File: src/rtl/stopwatch_ctrl.sv
// Start/stop/lap/clear sequencer for a 2-digit BCD count-up counter, with an internal tick prescaler.
// Optional STOPWATCH_OVF_STOP_EN: saturate at 99 and force a halt instead of wrapping.
module stopwatch_ctrl #(
   parameter int DIV = 10
) (
   input  logic       clk,
   input  logic       reset,
   input  logic       start_stop,
   input  logic       lap_clear,
   input  logic [7:0] cnt_in,
   output logic       cnt_x,
   output logic       cnt_reset,
   output logic [7:0] disp_out,
   output logic       running,
   output logic       lap_held,
   output logic       overflow
);

   localparam int PW = (DIV > 1) ? $clog2(DIV) : 1;
   localparam logic [PW-1:0] PMAX = PW'(DIV - 1);

   typedef enum logic [2:0] {
      S_IDLE,
      S_RUN,
      S_LAP,
      S_STOP,
      S_LAP_STOP
   } state_t;

   state_t          r_state;
   logic [PW-1:0]   r_presc;
   logic            r_cnt_x;
   logic            r_cnt_reset;
   logic [7:0]      r_disp;
   logic            r_running;
   logic            r_lap_held;
   logic            r_overflow;

   state_t          w_state_next;
   logic            w_counting;
   logic            w_tick;
   logic            w_at_max;
   logic            w_clear;
   logic            w_tracking;

   assign w_counting = (r_state == S_RUN) || (r_state == S_LAP);
   assign w_tick     = w_counting && (r_presc == PMAX);
   assign w_at_max   = (cnt_in == 8'h99);
   assign w_clear    = (r_state == S_STOP) && !start_stop && lap_clear;
   assign w_tracking = (r_state == S_IDLE) || (r_state == S_RUN) || (r_state == S_STOP);

   // start_stop has priority; a simultaneous lap_clear is dropped
   always_comb begin
      w_state_next = r_state;
      unique case (r_state)
         S_IDLE:     if (start_stop) w_state_next = S_RUN;
         S_RUN:      if (start_stop) w_state_next = S_STOP;
                     else if (lap_clear) w_state_next = S_LAP;
         S_LAP:      if (start_stop) w_state_next = S_LAP_STOP;
                     else if (lap_clear) w_state_next = S_RUN;
         S_STOP:     if (start_stop) w_state_next = S_RUN;
                     else if (lap_clear) w_state_next = S_IDLE;
         S_LAP_STOP: if (start_stop) w_state_next = S_LAP;
                     else if (lap_clear) w_state_next = S_STOP;
         default:    w_state_next = S_IDLE;
      endcase
`ifdef STOPWATCH_OVF_STOP_EN
      // A tick at 99 halts the run, keeping any held lap frozen
      if (w_tick && w_at_max) begin
         if ((w_state_next == S_LAP) || (w_state_next == S_LAP_STOP))
            w_state_next = S_LAP_STOP;
         else
            w_state_next = S_STOP;
      end
`endif
   end

   always_ff @(posedge clk) begin
      if (reset) begin
         r_state     <= S_IDLE;
         r_presc     <= '0;
         r_cnt_x     <= 1'b0;
         r_cnt_reset <= 1'b0;
         r_disp      <= 8'h00;
         r_running   <= 1'b0;
         r_lap_held  <= 1'b0;
         r_overflow  <= 1'b0;
      end else begin
         r_state     <= w_state_next;
         r_running   <= (w_state_next == S_RUN) || (w_state_next == S_LAP);
         r_lap_held  <= (w_state_next == S_LAP) || (w_state_next == S_LAP_STOP);
         r_cnt_reset <= w_clear;

         if (w_clear || w_tick)
            r_presc <= '0;
         else if (w_counting)
            r_presc <= r_presc + PW'(1);

`ifdef STOPWATCH_OVF_STOP_EN
         r_cnt_x <= w_tick && !w_at_max;
`else
         r_cnt_x <= w_tick;
`endif

         if (w_clear)
            r_overflow <= 1'b0;
         else if (w_tick && w_at_max)
            r_overflow <= 1'b1;

         if (w_tracking)
            r_disp <= cnt_in;
      end
   end

   assign cnt_x     = r_cnt_x;
   assign cnt_reset = r_cnt_reset;
   assign disp_out  = r_disp;
   assign running   = r_running;
   assign lap_held  = r_lap_held;
   assign overflow  = r_overflow;

endmodule

File: config.mk
export PLATFORM = sky130hd
export DESIGN_NAME = stopwatch_ctrl
export DESIGN_NICKNAME = d
export VERILOG_FILES = /design/src/rtl/stopwatch_ctrl.sv
export SDC_FILE = /design/constraint.sdc
export NUM_CORES = 1
export LEC_CHECK = 0
export CAP_MARGIN = 20
export CORE_MARGIN = 2
export CORE_UTILIZATION = 40
export CTS_BUF_LIST = sky130_fd_sc_hd__clkbuf_2 sky130_fd_sc_hd__clkbuf_4 sky130_fd_sc_hd__clkbuf_8
export CTS_CLUSTER_DIAMETER = 120
export DETAILED_ROUTE_END_ITERATION = 10
export PLACE_DENSITY = 0.71
export SYNTH_ARGS = -nofsm -noshare
export SYNTH_HDL_FRONTEND = slang
export SYNTH_SLANG_ARGS = --single-unit
File: constraint.sdc
create_clock -name clk -period 1.16 [get_ports clk]
set_input_delay 0.232 -clock clk [delete_from_list [all_inputs] [get_ports clk]]
set_output_delay 0.232 -clock clk [all_outputs]
set_load 0.02 [all_outputs]
Word-level counts from Yosys, hierarchy flattened
Cells that the tools add are included.
{ "word_totals": {"word_cells": 42, "output_inout_bits": 13, "input_bits": 12, "regBits": 20} }
{ "op_classes": {"n_addsub": 1, "muxes": 10, "n_reduce_logical": 14, "n_eq_ne": 9} }
{ "ops": {"columns": ["operator", "count"], "rows": [
  ["$mux 3", 9],
  ["$pmux 3 s5", 1],
  ["$eq 3x2->1 const B", 3],
  ["$eq 8x8->1 const B", 1],
  ["$eq 3x1->1 const B", 2],
  ["$eq 3x3->1 const B", 2],
  ["$logic_or 1x1->1", 6],
  ["$add 4x1->4 const B", 1],
  ["$eq 4x4->1 const B", 1],
  ["$logic_and 1x1->1", 4],
  ["$reduce_or 2->1", 2],
  ["$logic_not 3->1", 1],
  ["$logic_not 1->1", 1]
]} }

Longest topological paths before layout
{ "logic_depth": {"word_depth": 5, "mapped_depth": 5, "depth_no_buf": 5} }

Worst setup path before layout
No wires, ideal clock.
{ "synth_timing": {"path_kind": "reg2reg", "startpoint": "register r_state[1]", "endpoint": "register r_state[0]", "period_less_slack_ns": 1.264, "n_path_buf": 2, "stages_incl_launch_ff": 6, "arrival_time_ns": 1.150, "required_time_ns": 1.046, "setup_slack_ns": -0.104, "setup_time_ns": 0.114, "cell_sequence": "dfxtp_1 -> buf_2 -> nand2b_1 -> clkbuf_1 -> a211o_1 -> a21o_1"} }
{ "synth_between": {"elab_chain_cells": 2, "word_cells_on_any_way": 6, "cone_classes": "eq/ne (4); mux (1); reduce/logical (1)"} }
{ "synth_rtl": {"columns": ["item", "line", "source"], "rows": [
  ["start, declared", "30", "state_t r_state;"],
  ["start signal, assigned", "89", "r_state <= w_state_next;"],
  ["$eq 3x3->1, or another cell as far along", "55", "unique case (r_state)"],
  ["$pmux 3 s5 *", "55", null]
]} }
Every way passes the cells marked *; elsewhere a longest branch is shown, timed or not.
A chain may end at the register's enable or synchronous reset.

Final worst setup path
{ "layout_timing": {"startpoint": "register r_state[1]", "endpoint": "register r_lap_held, in the netlist lap_held"} }
{ "layout_between": {"elab_chain_cells": 5, "word_cells_on_any_way": 18, "cone_classes": "eq/ne (6); mux (10); reduce/logical (2)"} }
{ "layout_rtl": {"columns": ["item", "line", "source"], "rows": [
  ["$mux 3 (on tied branches) (2 in series)", null, null],
  ["$pmux 3 s5 *", "55", null],
  ["$eq 3x2->1 or $eq 3x3->1 (tied branches)", "91", "r_lap_held <= (w_state_next == S_LAP) || (w_state_next == S_LAP_STOP);"],
  ["$logic_or 1x1->1 *", "91", null],
  ["end signal, assigned", "91", null],
  ["end, declared", "36", "logic r_lap_held;"]
]} }
Marked as above.

==> results.json <==
{
  "ir_worst_vdd_mv": 0.877,
  "synth_xor_area_share_pct": 2.82,
  "synth_fp_nets": 120,
  "synth_area_leader_cell": "dfxtp_1",
  "io_pins": 25,
  "ff2ff_path_depth": 3,
  "drv_slew": 0,
  "ys_types": 34,
  "drive_gt1_share_pct": 43.9,
  "avgSynthCellArea_sq_um": 8.78,
  "yosys.area.top_type_share_pct": 43.0,
  "final_common_cell": "buf_4",
  "crit_type": "reg -> reg",
  "min_to": "lap_held",
  "required_ns": 1.40,
  "startpoint_type": "register",
  "fin_setup_tns_ns": -0.530,
  "cts-root-buf": "clkbuf_4",
  "path_clk_slew_ns": 0.12,
  "yosys_warnings": 0,
  "crit_family": "simple AND/OR/NAND/NOR gates",
  "grt_overflow": 0,
  "wl_microns": 2690,
  "synthTopCellsByArea": "dfxtp_1, a21oi_1, o21ai_0",
  "slew_headroom_pct": 80.1,
  "syn_area_sq_um": 931,
  "holdCritPathClass": "in -> reg",
  "drt_first_iter_violations": 15,
  "synth_top_family_by_area": "simple AND/OR/NAND/NOR gates",
  "synthSimpleGateAreaFrac_pct": 23.7,
  "grt_max_degree": 14,
  "reg2reg_from": "r_state[1]",
  "slowest_stage": "or4_4",
  "violations": "setup timing",
  "die-area_sq_um": 2730,
  "utilization_pct": 68.2,
  "tightest_slew_ns": 0.295,
  "slowest_delay_ns": 0.50,
  "cp_cell_sequence": "buf_4 > or4_4 > a21oi_2",
  "synth.mux.area_fraction_pct": 0,
  "grt_pass1_vias": 960,
  "die_width_microns": 52.2,
  "path_buf_inv": 1,
  "fin_nets": 170,
  "gp_congestion": 0.756,
  "max_freq_ghz": 0.793,
  "max-cap-violations": 0,
  "min_from": "start_stop",
  "grt_pass1_wl_microns": 4080,
  "detail-route-antenna-nets": 0,
  "critPathMaxFanout": 7,
  "cts_tree": "yes",
  "numCtsBuffers": 3,
  "track_usage_pct": 20.4,
  "fin_ws_ns": -0.101,
  "ys_seq_area_share_pct": 43.0,
  "rsz0062_at_grt": "true",
  "layout_common_cells": "buf_4, dfxtp_1, buf_2",
  "drc_errors": 0,
  "vias": 976,
  "ctsLongestPathBuffers": 2,
  "min_period_ns": 1.26,
  "clock_latency_ns": 0.30,
  "area_delta_synth_final_pct": 62.0,
  "synth-compound-area-share_pct": 23.4,
  "place_ws_ns": -0.337,
  "hold_depth": 4,
  "rrSetupSlack_ns": -0.10,
  "hold_violations": 0,
  "num_rows": 17,
  "antenna_found_initial": 0,
  "cts_hold_buffers": 0,
  "synth_seq_cells": 20,
  "fp.dieH_microns": 52.2,
  "synth_cells": 106,
  "r2r-end": "lap_held",
  "firstDrtPassIters": 4,
  "synth_fa_ha_area_share_pct": 2.69,
  "cts_htree_levels": 1,
  "crit_arrival_ns": 1.50,
  "wire_per_inst_microns": 14.7,
  "fin_crit_sh_pct": 109,
  "p_leak_nw": 0.642,
  "vias_per_cell": 5.33,
  "cts_sinks": 20,
  "run_status": "finished, violations left",
  "port_buffers": 24,
  "antenna_cells": 0,
  "setup_viol": 15,
  "initial_core_util_pct": 42.1,
  "power.density_nw_per_um2": 1160,
  "dp_hpwl_microns": 1900,
  "crit_path_end_kind": "register",
  "clock-skew-final_ns": 0.00540,
  "core_area_sq_um": 2210
}
==> metrics by stage <==
stage / power (mW) / cell area (sq um) / hold slack, ns / cells
4_1_cts: 1.73 / 1470 / 0.488 / 177
3_5_place_dp: 1.15 / 1360 / 0.468 / 172
3_3_place_gp: 1.14 / 1360 / 0.459 / 172
5_1_grt: 1.83 / 1510 / 0.383 / 183
2_1_floorplan: 0.973 / 990 / 0.356 / 106
6_report: 1.75 / 1510 / 0.386 / 183
==> what timing repair did <==
item                       CTS  global route
gates cloned                 0             0
setup endpoints to repair   32            28
pin swaps                    5             4
resized for setup           50            26
setup buffers                1             6
==> Yosys cell counts <==
cell / n
a2111oi_1: 1
a211o_1: 1
a211oi_1: 2
a211oi_2: 1
a21o_1: 1
a21oi_1: 12
a22oi_1: 1
a41oi_1: 1
and2_1: 1
buf_2: 3
clkbuf_1: 4
clkinv_1: 1
dfxtp_1: 20
ha_1: 2
inv_1: 1
inv_2: 1
nand2_1: 1
nand2b_1: 3
nand3_1: 9
nand3b_1: 1
nor2_1: 4
nor2b_1: 5
nor3_1: 2
nor4b_1: 1
nor4bb_1: 4
o211ai_1: 1
o21a_1: 2
o21ai_0: 10
o21bai_1: 1
o31ai_1: 1
or3_1: 3
or4_1: 2
xnor2_1: 2
xor2_1: 1
==> layout make-up <==
type,instances,area (sq um)
inverter,3,11.3
clock inverter,1,30.0
clock buffer,3,22.5
timing repair buffer,52,404
sequential,20,418
fill,190,704
multi-input combinational,76,587
tap,28,35.0
==> worst max-delay path by stage <==
stage | startpoint | slack, ns | endpoint | depth (start not counted)
2_1_floorplan | r_state[2] | -0.02 | r_presc[3] | 3
3_3_place_gp | lap_clear | -0.29 | r_state[0] | 5
3_5_place_dp | lap_clear | -0.34 | r_state[0] | 5
6_report | r_state[1] | -0.10 | lap_held | 3
4_1_cts | r_state[1] | -0.09 | r_presc[3] | 3
5_1_grt | r_state[1] | -0.15 | r_presc[3] | 3
==> cells by family after synthesis <==
| kind of cell | count (synthesis) |
|---|---|
| buf+inv | 10 |
| xor+xnor | 3 |
| simple gates | 36 |
| compound gates | 35 |
| flops | 20 |
| fa+ha+maj | 2 |
==> worst reg2reg max path, cell delays in order, from the launching register on <==
cell and delay, ns:
dfxtp_4 0.41, buf_4 0.15, or4_4 0.50, a21oi_2 0.14
==> where the power goes <==
part,switching (mW),total [mW],internal (mW),leakage (nW)
Combinational,0.182,0.403,0.221,0.446
Clock,0.228,0.577,0.349,0.0279
Sequential,0.0442,0.773,0.728,0.168
Total,0.454,1.75,1.30,0.642
==> sequential cells by signal, summed over array words and instances, names as in the netlist <==
name and flops:
disp_out 8, r_presc 4, r_state 3, cnt_reset 1
cnt_x 1, lap_held 1, overflow 1, running 1
==> layer usage <==
layer	vias up	wire length [microns]	global-route usage [%]
met2	17	1440	37.6
met1	469	1110	23.3
met5	-	0	0
li1	486	-	-
met4	0	53	10.3
met3	4	85	2.00
No activity file was read; power rests on OpenSTA's default activity.
